==> src/rtl/ks_mem_responder.sv <==
// ks_mem_responder: single-outstanding-request memory responder.
// A 32 x 16-bit register array is served through a valid/ready request
// channel and a valid/ready response channel. Each request is followed by
// WAIT_CYCLES wait states before its response is presented.
// Optional feature: define MEM_WRITE_PROTECT_EN to make the words below
// PROT_LIMIT read-only. A rejected write then responds with rsp_err=1.
module ks_mem_responder #(
    parameter int WAIT_CYCLES = 1,
    parameter int PROT_LIMIT  = 8
) (
    input  logic        clk,
    input  logic        rst,
    input  logic        req_valid,
    input  logic        req_write,
    input  logic [4:0]  req_addr,
    input  logic [15:0] req_wdata,
    output logic        req_ready,
    output logic        rsp_valid,
    output logic [15:0] rsp_rdata,
    output logic        rsp_err,
    input  logic        rsp_ready
);

    typedef enum logic [1:0] {
        IDLE = 2'd0,
        WAIT = 2'd1,
        RESP = 2'd2
    } state_t;

`ifdef MEM_WRITE_PROTECT_EN
    localparam bit WP_ON = 1'b1;
`else
    localparam bit WP_ON = 1'b0;
`endif

    // The counter holds the number of wait cycles still remaining after the current one.
    localparam logic [3:0] WAIT_LOAD = (WAIT_CYCLES > 0) ? 4'(WAIT_CYCLES - 1) : 4'd0;
    localparam bit         SKIP_WAIT = (WAIT_CYCLES == 0);

    state_t      state;
    state_t      state_next;
    logic [3:0]  cnt;
    logic [3:0]  cnt_next;
    logic        enter_resp;

    logic        lat_write;
    logic [4:0]  lat_addr;
    logic [15:0] lat_wdata;

    logic        acc_write;
    logic [4:0]  acc_addr;
    logic [15:0] acc_wdata;
    logic        prot_hit;
    logic        write_blocked;

    logic [15:0] mem [32];

    // Next-state, counter and handshake outputs. The access operands come from
    // the live inputs when RESP is entered directly from IDLE, and from the latched copy otherwise.
    always_comb begin
        state_next    = state;
        cnt_next      = cnt;
        enter_resp    = 1'b0;
        req_ready     = 1'b0;
        rsp_valid     = 1'b0;
        acc_write     = lat_write;
        acc_addr      = lat_addr;
        acc_wdata     = lat_wdata;
        prot_hit      = 1'b0;
        write_blocked = 1'b0;

        case (state)
            IDLE: begin
                req_ready = 1'b1;
                acc_write = req_write;
                acc_addr  = req_addr;
                acc_wdata = req_wdata;
                if (req_valid) begin
                    if (SKIP_WAIT) begin
                        state_next = RESP;
                        enter_resp = 1'b1;
                    end else begin
                        state_next = WAIT;
                        cnt_next   = WAIT_LOAD;
                    end
                end
            end
            WAIT: begin
                if (cnt == 4'd0) begin
                    state_next = RESP;
                    enter_resp = 1'b1;
                end else begin
                    cnt_next = cnt - 4'd1;
                end
            end
            RESP: begin
                rsp_valid = 1'b1;
                if (rsp_ready) begin
                    state_next = IDLE;
                end
            end
            default: begin
                state_next = IDLE;
            end
        endcase

        prot_hit      = int'(acc_addr) < PROT_LIMIT;
        write_blocked = WP_ON && acc_write && prot_hit;
    end

    // State register and wait-state counter.
    always_ff @(posedge clk or posedge rst) begin
        if (rst) begin
            state <= IDLE;
            cnt   <= 4'd0;
        end else begin
            state <= state_next;
            cnt   <= cnt_next;
        end
    end

    // Capture the request on accept. Later input activity is ignored until the next IDLE.
    always_ff @(posedge clk or posedge rst) begin
        if (rst) begin
            lat_write <= 1'b0;
            lat_addr  <= 5'd0;
            lat_wdata <= 16'd0;
        end else if (state == IDLE && req_valid) begin
            lat_write <= req_write;
            lat_addr  <= req_addr;
            lat_wdata <= req_wdata;
        end
    end

    // Response registers are loaded on the edge that enters RESP and held until the handshake.
    always_ff @(posedge clk or posedge rst) begin
        if (rst) begin
            rsp_rdata <= 16'd0;
            rsp_err   <= 1'b0;
        end else if (enter_resp) begin
            if (acc_write) begin
                rsp_rdata <= 16'd0;
                rsp_err   <= write_blocked;
            end else begin
                rsp_rdata <= mem[acc_addr];
                rsp_err   <= 1'b0;
            end
        end
    end

    // Storage array. Writes land only on the edge entering RESP, so a reset during WAIT discards them.
    always_ff @(posedge clk or posedge rst) begin
        if (rst) begin
            for (int i = 0; i < 32; i++) begin
                mem[i] <= 16'd0;
            end
        end else if (enter_resp && acc_write && !write_blocked) begin
            mem[acc_addr] <= acc_wdata;
        end
    end

endmodule

==> config.mk <==
export PLATFORM = sky130hd
export DESIGN_NAME = ks_mem_responder
export DESIGN_NICKNAME = d
export VERILOG_FILES = /design/src/rtl/ks_mem_responder.sv
export SDC_FILE = /design/constraint.sdc
export NUM_CORES = 1
export LEC_CHECK = 0
export BUFFER_PORTS_ARGS = -buffer_cell sky130_fd_sc_hd__buf_2
export CAP_MARGIN = 30
export CORE_MARGIN = 2
export CORE_UTILIZATION = 57
export CTS_CLUSTER_DIAMETER = 200
export DETAILED_ROUTE_END_ITERATION = 12
export PLACE_DENSITY = 0.83
export RECOVER_POWER = 50
export SYNTH_ARGS = -nofsm -noshare
export SYNTH_HDL_FRONTEND = slang
export SYNTH_SLANG_ARGS = --single-unit
==> constraint.sdc <==
create_clock -name clk -period 19.1 [get_ports clk]
set_input_delay 2.865 -clock clk [delete_from_list [all_inputs] [get_ports clk]]
set_output_delay 2.865 -clock clk [all_outputs]
set_load 0.01 [all_outputs]
==> impl_metrics.csv <==
group,metric,value,unit
sta,finalSetupTns,0,ps
global_routing,grt_pass1_vias,19300,
clock_network,cts_buffers,53,
detailed_routing,vias_per_cell,6.66,
floorplanning,ios,45,
setup_path,crit_chain,"buf_2 -> clkinvlp_2 -> clkbuf_1 -> clkbuf_1",
detailed_routing,num_vias,19400,
synth,yosysTopAreaCell,"dfrtp_1",
detailed_routing,drt-pass1-iter-count,6,
setup_path,critPathMaxStageDelay,2740,ps
sta,setup_viol,0,
synth,synth_top_area_share,58.8,%
floorplanning,start_util,57.8,%
clock_network,clk_latency,590,ps
synth,syn_avg_cell_area,9.84,um2
pwr,leakagePower,0.0119,uW
global_routing,track_usage,31.4,%
setup_path,arrival,9330,ps
clock_network,clockBufferDepth,3,
sta,final_max_slew_viol_count,376,
floorplanning,rows,74,
synth,synth.net_count,2433,
sta,holdWs,484,ps
global_routing,grt_overflow,0,
setup_path,cp_max_fo,113,
sta,skew,13.7,ps
sta,hold_violations,0,
floorplanning,die-area,43200,um2
synth,synth.cell_area,23700,um2
global_routing,grt_pass1_wl,108000,um
sta,worstMarginPinSlew,4980,ps
detailed_routing,detail-route-antenna-nets,0,
cells_and_area,drive_gt1_share,11.3,%
global_routing,antenna_found_initial,0,
hold_path,hp-class,"flop to flop",
pwr,p_per_area,189,nW/um2
clock_network,post_cts_resized,0,
floorplanning,die_width,208,um
setup_path,start_kind,"input pin",
clock_network,cts_tree,"yes",
setup_path,crit_type,"input pin to async pin",
floorplanning,die_h,208,um
status,outcome,"finished with violations",
cells_and_area,diodes,0,
synth,netlist_top_cells_area,"dfrtp_1 59%, a21oi_1 7.7%, o22ai_1 6.8%",
clock_network,postCtsHoldBufs,0,
clock_network,cts.repair_timing.setup_buffer_count,0,
place,dpl.hpwl,39900,um
sta,rsz0062_at_grt,"no",
clock_network,clk_pin_slew,60,ps
floorplanning,core,40900,um2
synth,ys_seq_area_share,58.8,%
sta,period_needed,9220,ps
setup_path,cp-end-kind,"async pin",
clock_network,clockRootBuffer,"clkbuf_16",
cells_and_area,area_growth,9.92,%
job,maxCapViolCount,6,
place,gp_congestion,0.849,
status,violations,"capacitance limit, slew limit",
setup_path,required,19200,ps
detailed_routing,drt_iter0_markers,2927,
synth,ys_ff_latch,556,
cells_and_area,fin_nets,2371,
detailed_routing,wl_per_cell,23.5,um
pwr,ir_drop,0.000179,V
detailed_routing,wl,68400,um
synth,synthCells,2405,
setup_path,crit_slowest_cell,"clkinvlp_2",
detailed_routing,drcViolationCount,0,
sta,final.period_utilization,48.3,%
place,numPortBuffers,43,
cells_and_area,n_fill_cell,2939,
synth,yosys_warnings,0,
global_routing,grt_max_degree,205,
clock_network,h-tree-depth,2,
setup_path,cpMostUsedCell,"clkbuf_1",
clock_network,cts.sinks,556,
sta,relSlewSlack,-234,%
sta,timing.fmax,108,MHz
synth,ys_types,41,
## cell families (layout without fill, tap and decap cells)
kind of cell	count (synthesis)	count (layout)	synth area share, %
compound gates	923	923	21.7
simple gates	643	643	12.1
flops	556	556	58.8
buf+inv	236	216	5.30
mux	44	44	2.02
fa+ha+maj	2	2	0.106
other cells	1	1	0.0158
## stage by stage
step	area [um2]	utilization, %	power (uW)	setup slack, ps	std cells
6_report	26000	63.6	4930	9880	2917
4_1_cts	26100	63.7	4860	13590	2913
3_3_place_gp	24000	58.6	3590	12840	2801
5_1_grt	26000	63.6	5150	8470	2917
2_1_floorplan	23700	-	3100	688	2405
3_5_place_dp	24300	59.4	3770	12950	2816
## cell usage after synthesis
cell and number:
or2_1 2, nor3_1 5, o22ai_1 256, nand3_1 22, nand2_1 162, nor3b_4 4, dfrtp_1 556, conb_1 1
inv_6 1, nor2b_1 2, a21oi_2 21, nor4b_1 2, a22o_1 1, o21ai_0 245, buf_1 1, or3_1 1
and2_1 1, inv_1 7, nand2b_1 3, nand4_1 16, nor4_1 1, mux2_2 23, o31ai_1 16, nor2_1 389
buf_4 37, a21oi_1 364, nor3_4 16, and3_1 4, mux2i_1 19, nand3b_1 8, buf_2 72, clkbuf_1 100
a31oi_4 4, ha_1 2, buf_6 18, mux2_4 1, o21ai_1 15, o21bai_1 1, mux2i_2 1, and4bb_2 1
nor3b_2 4
## where the power goes
group | internal (uW) | switching, uW | leakage, uW
clock network | 616 | 451 | 0.000869
logic | 682 | 1300 | 0.00352
registers | 1610 | 271 | 0.00754
total | 2910 | 2020 | 0.0119
## flip-flops by register name, summed over array words and instances, names as in the netlist
signal,flops
lat_write,1
state,2
mem,512
lat_wdata,16
rsp_rdata,16
lat_addr,5
cnt,4
## routing by layer
layer | up-vias | part of all wire, % | global-route usage (%) | wire (um)
met5 | - | 0 | 0 | 0
met4 | 0 | 5.7 | 17.5 | 3910
met3 | 290 | 11 | 5.92 | 7570
met2 | 1332 | 47 | 48.9 | 32000
met1 | 9463 | 36 | 41.7 | 24900
li1 | 8345 | - | - | -
## critical path, delay by kind of cell
kind	cells	cell delay, ps
buf+inv	4	6280
## layout by cell type (no fill, tap or decap), types with 23 or more instances in the layout
master / Yosys / final
a21oi_1: 364 / 364
buf_2: 72 / 26
buf_4: 37 / 43
clkbuf_1: 100 / 37
clkbuf_16: 0 / 55
dfrtp_1: 556 / 556
mux2_2: 23 / 23
nand2_1: 162 / 162
nor2_1: 389 / 389
o21ai_0: 245 / 245
o22ai_1: 256 / 256
## final timing paths
kind | end | cells after the start | slack [ps] | start
max in group clk | rsp_rdata[13]$_DFFE_PP0P_ | 9 | 13400 | req_addr[1]
hold / removal | mem[7]$_DFFE_PP0P_ | 2 | 480 | mem[7]$_DFFE_PP0P_
setup reg to reg | mem[239]$_DFFE_PP0P_ | 8 | 14870 | state[0]$_DFFE_PP0P_
hold reg to reg | mem[7]$_DFFE_PP0P_ | 2 | 480 | mem[7]$_DFFE_PP0P_
min in group asynchronous | mem[168]$_DFFE_PP0P_ | 2 | 3790 | rst
setup / recovery | mem[244]$_DFFE_PP0P_ | 4 | 9880 | rst
## cell type report
| cell class | instances | area [um2] | area share [%] |
|---|---|---|---|
| clock inverter | 21 | 220 | 0.846 |
| clock buffer | 76 | 1550 | 5.94 |
| sequential | 556 | 13900 | 53.5 |
| timing repair buffer | 111 | 917 | 3.52 |
| inverter | 8 | 36.3 | 0.139 |
| tap | 532 | 666 | 2.56 |
| multi-input combinational | 1613 | 8720 | 33.5 |
No activity file was read; power rests on OpenSTA's default activity.
